`src/rtl/x_dl_reporter.sv`:
```
// x_dl_reporter
// Captures a delay-line thermometer sample on a strobe, counts its set taps,
// and streams a framed byte packet toward a UART transmitter.
//
// Packet: header, sample bytes (MS byte first), popcount, XOR checksum of all
// preceding bytes. Length is p_width/8 + 3.
//
// Ports:
//   i_clk       clock
//   i_rst_n     asynchronous active-low reset
//   i_capture   single-cycle capture strobe
//   i_dl        delay-line sample (p_width bits)
//   o_valid     packet byte available
//   o_data      packet byte
//   i_accept    downstream takes o_data when o_valid && i_accept
//   o_busy      packet in progress, captures refused
//   o_drop_cnt  saturating count of refused captures
//
// state  | meaning
// S_IDLE | waiting for a capture, o_valid=0, o_busy=0
// S_SEND | presenting packet byte r_idx, o_valid=1, o_busy=1
module x_dl_reporter #(
    parameter int          p_width  = 32,
    parameter logic [7:0]  p_header = 8'hA5
) (
    input  logic               i_clk,
    input  logic               i_rst_n,
    input  logic               i_capture,
    input  logic [p_width-1:0] i_dl,
    output logic               o_valid,
    output logic [7:0]         o_data,
    input  logic               i_accept,
    output logic               o_busy,
    output logic [7:0]         o_drop_cnt
);

    localparam int         c_nbytes = p_width / 8;
    localparam logic [7:0] c_pop_idx = 8'(c_nbytes + 1);
    localparam logic [7:0] c_last    = 8'(c_nbytes + 2);

    localparam logic [0:0] S_IDLE = 1'b0;
    localparam logic [0:0] S_SEND = 1'b1;

    logic [0:0]         r_state;
    logic [p_width-1:0] r_sample;
    logic [7:0]         r_pop;
    logic [7:0]         r_idx;
    logic [7:0]         r_csum;
    logic [7:0]         r_data;
    logic [7:0]         r_drop;

    logic [7:0]         w_pop;
    logic [7:0]         w_idx_next;
    logic [7:0]         w_csum_next;
    logic [7:0]         w_next_byte;

    always_comb begin
        w_pop = 8'd0;
        for (int i = 0; i < p_width; i++) begin
            w_pop = w_pop + 8'(i_dl[i]);
        end
    end

    // Byte that follows the one currently on o_data. The checksum byte folds in
    // the byte being accepted right now, so it uses the updated running XOR.
    always_comb begin
        w_idx_next  = r_idx + 8'd1;
        w_csum_next = r_csum ^ r_data;
        w_next_byte = 8'h00;
        if (w_idx_next == c_pop_idx) begin
            w_next_byte = r_pop;
        end else if (w_idx_next == c_last) begin
            w_next_byte = w_csum_next;
        end else begin
            for (int b = 0; b < c_nbytes; b++) begin
                if (w_idx_next == 8'(c_nbytes - b)) begin
                    w_next_byte = r_sample[b*8 +: 8];
                end
            end
        end
    end

    always_ff @(posedge i_clk or negedge i_rst_n) begin
        if (!i_rst_n) begin
            r_state  <= S_IDLE;
            r_sample <= '0;
            r_pop    <= 8'd0;
            r_idx    <= 8'd0;
            r_csum   <= 8'd0;
            r_data   <= 8'h00;
        end else begin
            case (r_state)
                S_IDLE: begin
                    if (i_capture) begin
                        r_sample <= i_dl;
                        r_pop    <= w_pop;
                        r_idx    <= 8'd0;
                        r_csum   <= 8'd0;
                        r_data   <= p_header;
                        r_state  <= S_SEND;
                    end
                end
                S_SEND: begin
                    if (i_accept) begin
                        r_csum <= w_csum_next;
                        if (r_idx == c_last) begin
                            r_state <= S_IDLE;
                            r_data  <= 8'h00;
                        end else begin
                            r_idx  <= w_idx_next;
                            r_data <= w_next_byte;
                        end
                    end
                end
                default: r_state <= S_IDLE;
            endcase
        end
    end

    // Refused captures include the cycle the checksum byte is accepted.
    always_ff @(posedge i_clk or negedge i_rst_n) begin
        if (!i_rst_n) begin
            r_drop <= 8'd0;
        end else if ((r_state == S_SEND) && i_capture && (r_drop != 8'hFF)) begin
            r_drop <= r_drop + 8'd1;
        end
    end

    assign o_valid    = (r_state == S_SEND);
    assign o_busy     = (r_state == S_SEND);
    assign o_data     = r_data;
    assign o_drop_cnt = r_drop;

endmodule
```
`config.mk`:
```
export PLATFORM = sky130hd
export DESIGN_NAME = x_dl_reporter
export DESIGN_NICKNAME = d
export VERILOG_FILES = /design/src/rtl/x_dl_reporter.sv
export SDC_FILE = /design/constraint.sdc
export NUM_CORES = 1
export LEC_CHECK = 0
export ABC_AREA = 0
export CAP_MARGIN = 20
export CORE_MARGIN = 2
export CORE_UTILIZATION = 45
export CTS_CLUSTER_SIZE = 14
export DETAILED_ROUTE_END_ITERATION = 8
export GPL_ROUTABILITY_DRIVEN = 0
export PLACE_DENSITY_LB_ADDON = 0.3
export SYNTH_ARGS = -nofsm -noshare
export SYNTH_HDL_FRONTEND = slang
export SYNTH_SLANG_ARGS = --single-unit
```
`constraint.sdc`:
```
create_clock -name i_clk -period 5.18 [get_ports i_clk]
set_input_delay 0.518 -clock i_clk [delete_from_list [all_inputs] [get_ports i_clk]]
set_output_delay 0.518 -clock i_clk [all_outputs]
set_load 0.02 [all_outputs]
```
==> reports/metrics.cfg <==
[finish]
final_area_mm2 = 0.00535
fin_nets = 621
n_fill_cell = 930
drive_gt1_frac = 0.0868
seqCellArea_mm2 = 0.00178
antenna_cells = 0
final_core_util = 0.547
layout-area-overhead-vs-synth_pct = 18.1
multi_input_area_mm2 = 0.00239
finalNonFillerCells = 686

[timing]
clock_skew_ns = 0.00671
slew-limit-headroom = 0.353
rsz0062_at_grt = no
min_period_ns = 4.96
post-route-period-util = 0.958
tightest_slew_ns = 0.970
drv_slew = 0
setup_viol = 0
finalHoldViolCount = 0
fmaxAchievable_mhz = 202

[logic_synthesis]
synth_top_family_by_area = compound AO/OA/AOI/OAI gates
synthFlopType = dfrtp_1
syn_avg_cell_area_um2 = 9.07
synth_edf_count = 0
yosysSeqAreaShare = 0.392
synthArstFlopShare = 1.00
synth-seq-cells = 71
synthXorXnorAreaFrac = 0.0368
netlist_area_mm2 = 0.00453
synth_fa_ha_area_frac = 0.142
synthCells = 499
ys_types = 56
yosys.area_share.simple = 0.159
ys.warnings.count = 0
muxShareOfSynthArea = 0.00470
syn_nets = 572
synth_compound_area_frac = 0.181

[placed_design]
postPlaceCellArea_mm2 = 0.00514
dpl.hpwl_um = 7490
dp.cells = 670
io_buffers = 53

[critical_path]
crit_required_ns = 5.40
critPathLaunchType = primary input
critPathMaxFanout = 2
arrival_ns = 5.18
slowest_stage = fa_1
criticalPathCategory = in2reg
cp_common_cell = fa_1
cp-end-kind = register
critPathMaxStageDelay_ns = 0.57
path_cells = clkdlybuf4s50_1 -> inv_1 -> fa_1 -> fa_1 -> fa_1 -> fa_1 -> fa_1 -> fa_1 -> inv_1 -> ha_2 -> fa_2 -> a21o_1 -> a21oi_2 -> xor2_1 -> o21ai_1

[global_routing]
grt_usage = 0.204
grt_pass1_vias = 3587
grt_max_degree = 72
grt_remaining_overflow = 0
grt_pass1_wl_um = 17700
antenna_found_initial = 0

[cts]
cts_buffers = 9
cts_tree = built
post_cts_buffers = 0
cts_hold_buf = 0
cts_sinks = 71
htreeDepth = 3
clk_latency_ns = 0.36
path_clk_slew_ns = 0.08
clock_path_buffers = 2
post_cts_resized = 0
root_buffer = clkbuf_8

[power_and_ir_drop]
ir_drop_v = 0.000352
leakage_nw = 2.44
power.density_mw_per_mm2 = 599

[run]
max_cap_viol_count = 0

[floorplanning]
core_mm2 = 0.00977
start_util = 0.463
die_x_um = 104
io_pins = 54
die_area_mm2 = 0.0109
die_h_um = 104
rows = 36

[route]
via_count = 3633
final_antenna_net_count = 0
drt_iter0_markers = 184
post_drt_wl_per_cell_um = 15.1
firstDrtPassIters = 4
drc = 0
vias_per_cell = 5.30
drt_wl_total_um = 10400

[worst_hold_path]
hold_path_class = in2async

[run_status]
status = complete, no violations

==> cells in the mapped netlist (all sizes together) (7+ instances only) <==
cell    instances  area share
o21ai          67       0.074
and3            7       0.011
nand4           8       0.011
inv            56       0.046
nor2           10      0.0088
fa             24        0.11
ha             13       0.036
nand2          96       0.080
nand3           9      0.0099
clkbuf         20       0.028
xnor2          14       0.027
a21oi          24       0.027
dfrtp          71        0.39
==> cells by family after synthesis <==
logic type      count (synthesis)
simple gates                  154
xor+xnor                       19
mux                             2
flops                          71
compound gates                134
fa+ha+maj                      37
buf+inv                        82
==> area by class of cell <==
cell class              count  area share
inverters                  56      0.0393
repair buffers             64       0.114
multi-input cells         346       0.446
well taps                 133      0.0311
flip-flops and latches     71       0.332
clock buffers              10      0.0239
clock inverters             6      0.0129
==> worst max-delay path: cells and delay by family <==
family | cells | cell delay (ns)
buf+inv | 3 | 0.56
fa+ha+maj | 8 | 3.52
compound gates | 3 | 0.40
xor+xnor | 1 | 0.18
==> cell usage in the layout, fill, tap and decap left out, types with 3 or more instances in the layout <==
cell | netlist | layout
a21oi_1 | 24 | 22
a32oi_1 | 3 | 3
and3_1 | 4 | 4
and3_2 | 3 | 3
buf_4 | 2 | 11
clkbuf_8 | 5 | 9
clkdlybuf4s50_1 | 0 | 51
dfrtp_1 | 71 | 71
fa_1 | 24 | 23
ha_1 | 13 | 12
inv_1 | 56 | 56
nand2_1 | 96 | 96
nand3_1 | 9 | 9
nand4_1 | 8 | 8
nor2_1 | 9 | 9
nor2b_1 | 6 | 6
nor3_1 | 3 | 3
o21a_1 | 3 | 3
o21ai_0 | 64 | 63
o21ai_1 | 3 | 4
o21bai_1 | 3 | 3
o22ai_1 | 4 | 4
o2bb2ai_1 | 3 | 3
o31ai_1 | 6 | 6
xnor2_1 | 14 | 14
xor2_1 | 5 | 5
==> through the flow <==
stage	hold WS [ns]	setup WS (ns)	setup TNS [ns]	total power [mW]
after CTS	0.414	0.0789	0	3.16
after global placement	0.464	-0.155	-0.290	2.64
after floorplan	0.222	0.397	0	2.24
after global routing	0.439	0.00512	0	3.52
final	0.356	0.219	0	3.20
after detailed placement	0.468	-0.280	-0.677	2.70
==> state kept, by name, summed over array words and instances, names as in the netlist <==
name	count
r_sample	32
o_data	8
o_drop_cnt	8
r_csum	8
r_idx	8
r_pop	6
o_busy	1
==> power by group <==
group / internal (mW) / total, mW / leakage (nW) / switching (mW)
registers: 0.777 / 0.980 / 0.901 / 0.202
clock network: 0.225 / 0.459 / 0.0968 / 0.233
logic: 0.781 / 1.76 / 1.44 / 0.983
==> routing by layer <==
metal  GRT usage  vias to the layer above  part of all wire
li1            -                     1771                 -
met1       0.270                     1756              0.45
met2       0.349                       97              0.49
met3      0.0332                        9             0.045
met4      0.0473                        0            0.0086
met5           0                        -                 0
==> worst paths after layout <==
kind | from | to | slack, ns | cells past startpoint
max | i_dl[27] | r_pop[4] | 0.22 | 15
min in group i_clk | i_dl[17] | r_sample[17] | 0.46 | 3
max in group asynchronous | i_rst_n | r_sample[20] | 4.23 | 2
min | i_rst_n | r_idx[7] | 0.36 | 2
max reg2reg | r_idx[0] | o_data[7] | 2.43 | 7
min reg2reg | r_pop[1] | r_pop[1] | 0.49 | 2
Note: power is estimated with default switching activity, not from simulation.
